==> src/rtl/hazard_pkg.sv <==
// Shared constants and helpers for the D-stage hazard controller.
package hazard_pkg;

  localparam logic [2:0] TUSE_NEVER    = '1;
  localparam int         MULT_LAT_DEF  = 5;
  localparam int         DIV_LAT_DEF   = 10;

  typedef enum logic {
    MDU_MULT = 1'b0,
    MDU_DIV  = 1'b1
  } mdu_class_e;

  // Forward-select width: values 0 (register file) .. nstg (oldest stage).
  function automatic int sel_width(input int nstg);
    return (nstg < 1) ? 1 : $clog2(nstg + 1);
  endfunction

endpackage

==> src/rtl/md_busy_timer.sv <==
// Down-counter that keeps the mult/div unit busy for a loaded number of cycles.
module md_busy_timer #(
  parameter int LW = 4
) (
  input  logic          clk,
  input  logic          reset_n,
  input  logic          start,
  input  logic [LW-1:0] load_val,
  output logic          busy
);

  logic [LW-1:0] cnt_reg;
  logic [LW-1:0] cnt_next;

  // A start while still busy simply reloads, restarting the operation.
  always_comb begin
    cnt_next = cnt_reg;
    if (start)
      cnt_next = load_val;
    else if (cnt_reg != '0)
      cnt_next = cnt_reg - 1'b1;
  end

  always_ff @(posedge clk or negedge reset_n) begin
    if (!reset_n)
      cnt_reg <= '0;
    else
      cnt_reg <= cnt_next;
  end

  assign busy = (cnt_reg != '0);

endmodule

==> src/rtl/hazard_stall_ctrl.sv <==
// D-stage stall/forward controller: register hazards against NSTG producers,
// MDU busy interlock and a saturating stall-cycle counter.
module hazard_stall_ctrl
  import hazard_pkg::*;
#(
  parameter int NSTG     = 3,
  parameter int AW       = 5,
  parameter int TW       = 3,
  parameter int MULT_LAT = MULT_LAT_DEF,
  parameter int DIV_LAT  = DIV_LAT_DEF,
  parameter int CNT_W    = 32
) (
  input  logic                         clk,
  input  logic                         reset_n,
  input  logic [AW-1:0]                D_rs,
  input  logic [AW-1:0]                D_rt,
  input  logic [TW-1:0]                rs_tuse,
  input  logic [TW-1:0]                rt_tuse,
  input  logic                         D_md_use,
  input  logic [NSTG-1:0]              P_valid,
  input  logic [NSTG*AW-1:0]           P_A3,
  input  logic [NSTG*TW-1:0]           P_tnew,
  input  logic                         E_md_start,
  input  logic                         E_md_div,
  input  logic                         perf_clr,
  output logic                         stall,
  output logic                         IFU_en,
  output logic                         F2D_en,
  output logic                         D2E_en,
  output logic                         D2E_flush,
  output logic                         E2M_en,
  output logic                         M2W_en,
  output logic [sel_width(NSTG)-1:0]   fwd_rs_sel,
  output logic [sel_width(NSTG)-1:0]   fwd_rt_sel,
  output logic                         md_busy,
  output logic [CNT_W-1:0]             stall_cnt
);

  localparam int SW      = sel_width(NSTG);
  localparam int MAX_LAT = (DIV_LAT > MULT_LAT) ? DIV_LAT : MULT_LAT;
  localparam int LW      = $clog2(MAX_LAT + 1);

  logic [NSTG-1:0] rs_match, rt_match;
  logic [NSTG-1:0] rs_hit, rt_hit;
  logic [NSTG-1:0] rs_ready, rt_ready;

  for (genvar gi = 0; gi < NSTG; gi++) begin : g_stage
    logic [AW-1:0] a3;
    logic [TW-1:0] tnew;
    assign a3   = P_A3[gi*AW +: AW];
    assign tnew = P_tnew[gi*TW +: TW];

    // Register 0 is hard-wired zero: it never creates a dependency.
    assign rs_match[gi] = P_valid[gi] && (D_rs != '0) && (a3 == D_rs);
    assign rt_match[gi] = P_valid[gi] && (D_rt != '0) && (a3 == D_rt);
    assign rs_hit[gi]   = rs_match[gi] && (rs_tuse < tnew);
    assign rt_hit[gi]   = rt_match[gi] && (rt_tuse < tnew);
    assign rs_ready[gi] = rs_match[gi] && (tnew == '0);
    assign rt_ready[gi] = rt_match[gi] && (tnew == '0);
  end

  // Youngest matching stage decides; if its value is not ready yet, the
  // older copies are stale, so fall back to the register file.
  always_comb begin
    fwd_rs_sel = '0;
    fwd_rt_sel = '0;
    for (int i = NSTG - 1; i >= 0; i--) begin
      if (rs_match[i]) fwd_rs_sel = rs_ready[i] ? SW'(i + 1) : '0;
      if (rt_match[i]) fwd_rt_sel = rt_ready[i] ? SW'(i + 1) : '0;
    end
  end

  mdu_class_e    md_class;
  logic [LW-1:0] md_load;
  logic          reg_stall;
  logic          md_stall;

  assign md_class = mdu_class_e'(E_md_div);
  assign md_load  = (md_class == MDU_DIV) ? LW'(DIV_LAT) : LW'(MULT_LAT);

  md_busy_timer #(.LW(LW)) u_md_timer (
    .clk      (clk),
    .reset_n  (reset_n),
    .start    (E_md_start),
    .load_val (md_load),
    .busy     (md_busy)
  );

  assign reg_stall = |{rs_hit, rt_hit};
  assign md_stall  = D_md_use && (md_busy || E_md_start);
  assign stall     = reg_stall | md_stall;

  assign IFU_en    = ~stall;
  assign F2D_en    = ~stall;
  assign D2E_en    = ~stall;
  assign D2E_flush = stall;
  assign E2M_en    = 1'b1;
  assign M2W_en    = 1'b1;

  logic [CNT_W-1:0] stall_cnt_reg;
  logic [CNT_W-1:0] stall_cnt_next;

  always_comb begin
    stall_cnt_next = stall_cnt_reg;
    if (perf_clr)
      stall_cnt_next = '0;
    else if (stall && (stall_cnt_reg != '1))
      stall_cnt_next = stall_cnt_reg + 1'b1;
  end

  always_ff @(posedge clk or negedge reset_n) begin
    if (!reset_n)
      stall_cnt_reg <= '0;
    else
      stall_cnt_reg <= stall_cnt_next;
  end

  assign stall_cnt = stall_cnt_reg;

endmodule

==> config.mk <==
export PLATFORM = sky130hd
export DESIGN_NAME = hazard_stall_ctrl
export DESIGN_NICKNAME = d
export VERILOG_FILES = /design/src/rtl/hazard_pkg.sv /design/src/rtl/md_busy_timer.sv /design/src/rtl/hazard_stall_ctrl.sv
export SDC_FILE = /design/constraint.sdc
export NUM_CORES = 1
export LEC_CHECK = 0
export ABC_CLOCK_PERIOD_IN_PS = 6650
export CELL_PAD_IN_SITES_DETAIL_PLACEMENT = 2
export CELL_PAD_IN_SITES_GLOBAL_PLACEMENT = 2
export CORE_ASPECT_RATIO = 0.9
export CORE_MARGIN = 4
export CORE_UTILIZATION = 29
export DETAILED_ROUTE_END_ITERATION = 7
export PLACE_DENSITY_LB_ADDON = 0.2
export SETUP_SLACK_MARGIN = 0.5
export SLEW_MARGIN = 20
export SYNTH_ARGS = -nofsm -noshare
export SYNTH_HDL_FRONTEND = slang
export SYNTH_SLANG_ARGS = --single-unit
==> constraint.sdc <==
create_clock -name clk -period 6.65 [get_ports clk]
set_clock_uncertainty 0.05 [all_clocks]
set_input_delay 1.33 -clock clk [delete_from_list [all_inputs] [get_ports clk]]
set_output_delay 1.33 -clock clk [all_outputs]
set_load 0.05 [all_outputs]
# ---- Word-level counts from Yosys, hierarchy flattened
# Cells that the tools add are included.
dict set report classes {
  addsub 2
  order_cmp 6
  eq_ne 7
  mux 17
  bitwise_logic 2
  n_reduce_logical 36
}
# cell count
set op_table {}
lappend op_table {{$mux 32} 2}
lappend op_table {{$add 32x1->32 const B} 1}
lappend op_table {{$ne 32x32->1 const B} 1}
lappend op_table {{$eq 5x5->1} 6}
lappend op_table {{$logic_and 1x1->1} 26}
lappend op_table {{$mux 2} 10}
lappend op_table {{$lt 3x3->1} 6}
lappend op_table {{$mux 4} 3}
lappend op_table {{$reduce_bool 5->1} 2}
lappend op_table {{$logic_not 3->1} 3}
lappend op_table {{$reduce_or 6->1} 1}
lappend op_table {{$reduce_bool 2->1} 2}
lappend op_table {{$reduce_bool 4->1} 1}
lappend op_table {{$sub 4x1->4 const B} 1}
lappend op_table {{$mux 1} 2}
lappend op_table {{$logic_or 1x1->1} 1}
lappend op_table {{$not 1->1} 1}
lappend op_table {{$or 1x1->1} 1}
dict set report totals {
  register_bits 36
  input_bits 49
  output_inout_bits 44
  word_cells 72
}

# ---- Longest topological paths before layout
# Gate-level depths: netlist of run 1.
dict set report depth {
  ltp_word 9
  ltp_mapped 11
  mapped_depth_nobuf 9
}

# ---- Hierarchy
# From an unflattened synthesis of run 1, not the netlist that was laid out.
dict set report unflattened {
  hier_cells 352
  area_unflattened_um2 3041.7
}
# module n_inst cells_each area_per_inst_um2 seq_area_each_um2
set by_module_without_submodules {}
lappend by_module_without_submodules {hazard_stall_ctrl 1 326 2790.2 800.8}
lappend by_module_without_submodules {md_busy_timer 1 26 251.5 100.1}

# ---- Worst setup path before layout of run 1
# Ideal clock, no wire load.
dict set report synth_timing {
  kind {input -> output}
  start {input port D_rt[1]}
  end {output port F2D_en}
  arrival_ps 3646
  setup_slack_ps 1624
  stages 9
  path_buffers 3
  cell_sequence {or4_4 -> o211ai_2 -> a2111oi_1 -> a2111oi_2 -> nand4_2 -> buf_6 -> buf_6 -> inv_1 -> buf_4}
}
dict set report synth_between {
  elab_chain_cells 7
  word_cells_on_any_way 16
  classes_between {eq/ne: 3; bitwise: 2; reduce/logical: 11}
}
# item line_no
set synth_lines {}
lappend synth_lines {{from (decl)} hazard_stall_ctrl.sv:16} ;# input logic [AW-1:0] D_rt,
lappend synth_lines {{$reduce_bool 5->1} hazard_stall_ctrl.sv:55} ;# assign rt_match[gi] = P_valid[gi] && (D_rt != '0) && (a3 == D_rt);
lappend synth_lines {{$logic_and 1x1->1 (2 in a row)} hazard_stall_ctrl.sv:55}
lappend synth_lines {{$logic_and 1x1->1} hazard_stall_ctrl.sv:57} ;# assign rt_hit[gi] = rt_match[gi] && (rt_tuse < tnew);
lappend synth_lines {{$reduce_or 6->1 *} hazard_stall_ctrl.sv:89} ;# assign reg_stall = |{rs_hit, rt_hit};
lappend synth_lines {{$or 1x1->1 *} hazard_stall_ctrl.sv:91} ;# assign stall = reg_stall | md_stall;
lappend synth_lines {{net D2E_flush} hazard_stall_ctrl.sv:30} ;# output logic D2E_flush,
lappend synth_lines {{$not 1->1 *} -}
lappend synth_lines {{to (decl)} hazard_stall_ctrl.sv:28} ;# output logic F2D_en,
# Mark *: on every way through the listed nets, which the timed path passes. The rest lies on a longest branch.

# ---- Worst setup path after layout of run 1
dict set report layout_timing {
  start {input port D_rt[1]}
  end {output port D2E_flush}
}
dict set report layout_between {
  elab_chain_cells 6
  word_cells_on_any_way 15
  classes_between {eq/ne: 3; bitwise: 1; reduce/logical: 11}
}
# item line_no
set layout_lines {}
lappend layout_lines {{$reduce_bool 5->1} hazard_stall_ctrl.sv:55}
lappend layout_lines {{$logic_and 1x1->1 (2 in a row)} hazard_stall_ctrl.sv:55}
lappend layout_lines {{$logic_and 1x1->1} hazard_stall_ctrl.sv:57}
lappend layout_lines {{$reduce_or 6->1 *} hazard_stall_ctrl.sv:89}
lappend layout_lines {{$or 1x1->1 *} hazard_stall_ctrl.sv:91}
lappend layout_lines {{to (decl)} hazard_stall_ctrl.sv:30}
# Mark *: on every way between the ends. The rest lies on a longest branch, timed or not.

==> metrics, run 1 <==
slack of the worst reg-to-reg path roughly 3.4 ns; final WL just under 10,000 microns; asr flop ratio synth 100%; Ys Warns 0; CTS Sinks 36; cell count after synthesis 320; TritonCTS Buffers 5; Tightest Pin Transition just over 0.8 ns; required time of the critical path 5.27 ns; die width between 100 and 150 microns; placed cell count 521; RSZ-0062 raised after global routing no; n_diodes 0; clock slew at reported path FFs 0.07 ns; Clock Latency Late Sink slightly below 0.3 ns; clk root buf clkbuf_8; worst r2r path cells 7; Primary FF master, synth dfrtp_1; Fmax between 150 and 200 MHz; fin crit share 85.7%; status finished clean; CTS tree yes; Setup Buffers After CTS 0; R2R Path End stall_cnt[18]$_DFFE_PN0P_; max reg flops 32; vias in the first global route 2,917; first-pass GRT wire length between 15,000 and 20,000 microns; commonest non-fill, non-tap cell in the layout clkdlybuf4s50_1; Post-synth EDFFs 0; endpoint class of the critical path primary output; GPL Wtd Cong roughly 0.80; Max-Cap Viols 0; ranking of synthesized cells by area dfrtp_1 31%, xor2_1 9.4%, ha_1 6.5%, xnor2_1 6.1%, nor2_1 4.0%; drt drc 0; I/O pin cnt 93; peak supply drop around 0.082 mV; Max-slew headroom between 40% and 50%; Routed Antenna Nets 0; Post-DP HPWL around 7500 microns; Die Ht slightly above 100 microns; Max clock buf depth 2; min-delay src stall_cnt[8]$_DFFE_PN0P_; Reg2Reg Launch Point stall_cnt[0]$_DFFE_PN0P_; CP startpoint kind input pin; Cell variety after synth 47; largest net degree at the start of global routing 37; vias per inst between 5 and 6; Mean Syn Cell Area 8.99 sq um; Routed wire per std cell between 15 and 20 microns; std cell rows 34; Fin. Hold Viols 0; Fillers roughly 1,100; Synth area leader dfrtp_1; nets between 400 and 500; Hold/Removal Path Class reg -> reg; Seq/Total Area, Yosys between 30% and 40%; Post-Syn Area between 2000 and 3000 sq um; DR vias roughly 2,700; Initial DRT Pass Iterations 4; final setup fails 0; Tmin final between 5 and 6 ns; post-CTS sizing 0; CTS Hold Bufs 0; commonest cells after routing, fill and taps aside 89 x clkdlybuf4s50_1, 36 x dfrtp_1, 31 x nor2_1, 31 x xor2_1, 20 x xnor2_1; Worst Setup Path Type in -> out; hold path endpoint stall_cnt[8]$_DFFE_PN0P_; final setup TNS 0 ns; area grow syn2layout 37.1%; smallest hold slack ~0.54 ns; layout cells sized above 1 7.69%; Leak 1.61 nW; synthesized flop and latch total 36; Final Non-Filler Cells about 530; Starting Density just under 30%; worst hold path cell count 2; htree depth 2; top cell type's share of synthesized area a little under a third; First DRT Iteration DRCs 64; CP Max Fanout 24; core area between 9000 and 10,000 sq um; Total GRT Usage about 17%; die area approximately 12,000 sq um; Slew Viols, Final 0; Worst EP arrival around 4.3 ns; pwr/cell area 147 nW/um^2; Port Buffers 90; initial antenna violation count 0; total gr overflow 0
## area by class of cell
type	instances	area, sq um	area share, %
Sequential cell	36	901	22.8
Timing Repair Buffer	92	911	23.1
Inverter	9	33.8	0.857
Multi-Input combinational cell	258	1830	46.5
Clock inverter	2	35.0	0.888
Tap cell	126	158	4.00
Clock buffer	6	72.6	1.84
## logic make-up (layout without fill, tap and decap cells)
family / Yosys count / in the layout / synth area share (%)
other: 1 / 2 / 0.130
flip-flops: 36 / 36 / 31.3
XOR/XNOR: 51 / 51 / 15.5
adder cells (fa/ha/maj): 15 / 15 / 6.52
AND/OR/NAND/NOR: 142 / 142 / 29.4
AO/OA/AOI/OAI: 44 / 44 / 10.4
multiplexers: 4 / 4 / 1.57
buffers and inverters: 27 / 109 / 5.09
## critical path, cell delays in order
cell and delay [ns]:
clkdlybuf4s50_1 0.53, or4_4 0.60, o211ai_2 0.18, a2111oi_1 0.09
a2111oi_2 0.42, nand4_2 0.17, buf_4 0.26, clkdlybuf4s50_1 0.74
## routing by layer
metal | part of all wire [%] | track usage (%) | vias to the layer above
met5 | 0 | 0 | -
met3 | 3.3 | 2.90 | 5
li1 | - | - | 1288
met1 | 47 | 22.2 | 1334
met2 | 49 | 29.2 | 43
met4 | 0.44 | 2.31 | 0
## power by group
group	internal [mW]	switching (mW)
Combinational	0.0677	0.0855
Sequential	0.225	0.00675
Clock	0.111	0.0843
## worst max path at each step
| stage | startpoint | to | slack [ns] | cells past startpoint |
|---|---|---|---|---|
| 2_1_floorplan | D_rt[1] | F2D_en | 1.62 | 9 |
| 3_3_place_gp | D_rt[3] | D2E_flush | 1.02 | 8 |
| 3_5_place_dp | D_rt[1] | D2E_flush | 0.93 | 8 |
| 4_1_cts | D_rt[1] | D2E_flush | 0.92 | 8 |
| 5_1_grt | D_rt[1] | D2E_flush | 0.80 | 8 |
| 6_report | D_rt[1] | D2E_flush | 0.95 | 8 |
## through the flow
stage          cell area (sq um)  power, mW  setup WS [ns]  utilization, %
2_1_floorplan               2880      0.325           1.62               -
3_3_place_gp                3840      0.386           1.02            39.7
3_5_place_dp                3840      0.392          0.928            39.7
4_1_cts                     3940      0.588          0.924            40.8
5_1_grt                     3940      0.612          0.804            40.8
6_report                    3940      0.580          0.952            40.8
## cells in the mapped netlist, types with 2 or more instances
master,n
dfrtp_1,36
nor2_1,31
xor2_1,31
xnor2_1,20
nand2_1,18
ha_1,15
a21oi_1,14
and3_1,14
nand3_1,12
nand4_1,11
inv_1,9
nand2b_1,8
nand3_2,8
o21ai_0,8
or3_1,8
a21o_1,7
clkbuf_1,7
buf_4,5
or4_1,5
nor3_1,4
nor4_1,4
o21a_1,4
and4_1,3
buf_2,3
buf_6,3
mux2i_1,3
nand4b_1,3
a2111oi_1,2
a211o_1,2
and2_1,2
nand4_2,2
nor2b_1,2
or4_4,2
No activity file was read; power rests on OpenSTA's default activity.
==> run 2: changes to the inputs <==
CORE_MARGIN = default   (was 4)
==> run 2 against run 1 <==
Effect of this change: maximum frequency increased by 0.21%; non-clock buffer count is the same; design area unchanged; first-iteration DRC count decreased by 4.7%; cell count did not move; register-to-register slack got worse by 0.06 ns; sequential share of layout area did not move; die area down 11%; flip-flop and latch count unchanged; critical path depth unchanged; clock power about the same; via count is 0.45% lower; critical endpoint is now stall; highest routed layer unchanged.
==> metrics, run 2 (synthesized netlist as in run 1, its figures left out) <==
CTS Sinks 36; Clock Latency Late Sink 0.29 ns; std cell rows 34; largest net degree at the start of global routing 37; fin crit share ~85%; die width between 100 and 150 microns; Crit-path slowest cell clkdlybuf4s50_1; initial antenna violation count 0; Tightest Pin Transition between 0.8 and 0.9 ns; Total GRT Usage between 10% and 20%; Tmin final 5.69 ns; Leak approximately 1.6 nW; CTS tree yes; final setup TNS 0 ns; CP top delay family buffers and inverters; final WL about 9400 microns; Worst Setup Path Type in -> out; Fmax 176 MHz; Routed wire per std cell about 18 microns; Post-DP HPWL 7330 microns; required time of the critical path 5.27 ns; Starting Density slightly below 30%; final setup fails 0; Max-Cap Viols 0; area grow syn2layout 37.1%; status finished clean; pwr/cell area around 150 nW/um^2; met3 Resource Use GR between 2 and 3%; max reg flops 32; Max-slew headroom 42.6%; GPL Wtd Cong about 0.82; peak supply drop slightly above 0.07 mV; core area roughly 9700 sq um; I/O pin cnt between 90 and 100; Bufs and invs on worst path 3; smallest hold slack around 0.52 ns; overall power 581 uW; post-CTS sizing 0; GRT busiest layer met2; grt met2 use between 30% and 40%; htree depth 2; CTS Hold Bufs 0; Routed Antenna Nets 0; first-pass GRT wire length between 15,000 and 20,000 microns; DR vias about 2,700; RSZ-0062 raised after global routing no; die area approximately 10,000 sq um; Die Ht just under 100 microns; most used cell, CP clkdlybuf4s50_1; Slew Viols, Final 0; CP startpoint kind input pin; clock slew at reported path FFs roughly 0.07 ns; crit-path cells clkdlybuf4s50_1 > xor2_1 > nor4_1 > nand4b_1 > a211o_1 > nand4_2 > buf_4 > clkdlybuf4s50_1; commonest cells after routing, fill and taps aside 89 x clkdlybuf4s50_1, 36 x dfrtp_1, 31 x nor2_1, 31 x xor2_1, 20 x xnor2_1; Worst EP arrival between 4 and 5 ns; placed cell count between 500 and 600; First DRT Iteration DRCs 61; Final Non-Filler Cells ~530; Port Buffers 90; endpoint class of the critical path primary output; Max clock buf depth 2; vias per inst approximately 5; commonest non-fill, non-tap cell in the layout clkdlybuf4s50_1; Initial DRT Pass Iterations 4; grt met1 use about a quarter; n_diodes 0; clk root buf clkbuf_8; drt drc 0; vias in the first global route approximately 2,900; nets between 400 and 500; layout cells sized above 1 just under 8%; Hold/Removal Path Class reg -> reg; Fin. Hold Viols 0; Setup Buffers After CTS 0; critical path's largest stage delay roughly 0.86 ns; CP Max Fanout 24; TritonCTS Buffers 5; total gr overflow 0
==> run 2: cell counts in the layout (fill, tap and decap cells not counted) <==
No cell type changed its count.
==> run 2: path summary, 6_finish.rpt <==
kind,from,to,slack (ns),depth (start not counted)
max,D_rt[1],stall,0.96,8
min,stall_cnt[17]$_DFFE_PN0P_,stall_cnt[17]$_DFFE_PN0P_,0.52,2
max reg2reg,stall_cnt[0]$_DFFE_PN0P_,stall_cnt[18]$_DFFE_PN0P_,3.37,7
min reg2reg,stall_cnt[17]$_DFFE_PN0P_,stall_cnt[17]$_DFFE_PN0P_,0.52,2
max in group asynchronous,reset_n,stall_cnt[12]$_DFFE_PN0P_,4.91,1
min in group asynchronous,reset_n,stall_cnt[22]$_DFFE_PN0P_,1.09,1
==> run 2: area by class of cell <==
cell class	instances	area (sq um)
tap	126	158
fill	1069	5710
inverter	9	33.8
multi-input combinational	258	1830
sequential	36	901
clock buffer	6	72.6
timing repair buffer	92	911
clock inverter	2	35.0
==> run 2: power by group <==
group	leakage [nW]	switching [mW]	internal [mW]
Clock	0.0552	0.0830	0.111
Combinational	1.06	0.0870	0.0677
Sequential	0.492	0.00712	0.225
Total	1.61	0.177	0.404
==> run 2: worst min-delay path: stages, from the launching register on <==
cell and delay (ns):
dfrtp_1 0.40, o41ai_1 0.07, a21oi_1 0.06
==> run 2: metal layers <==
layer  routed length [microns]  part of all wire (%)
met5                         0                     0
met4                        86                  0.91
met3                       235                   2.5
met2                      4590                    49
met1                      4490                    48
==> run 2: per-stage QoR <==
step / util (%) / area (sq um) / setup WS [ns]
4_1_cts: 40.8 / 3940 / 0.942
2_1_floorplan: - / 2880 / 1.62
6_report: 40.8 / 3940 / 0.964
3_5_place_dp: 39.7 / 3840 / 0.937
5_1_grt: 40.8 / 3940 / 0.784
3_3_place_gp: 39.7 / 3840 / 1.02
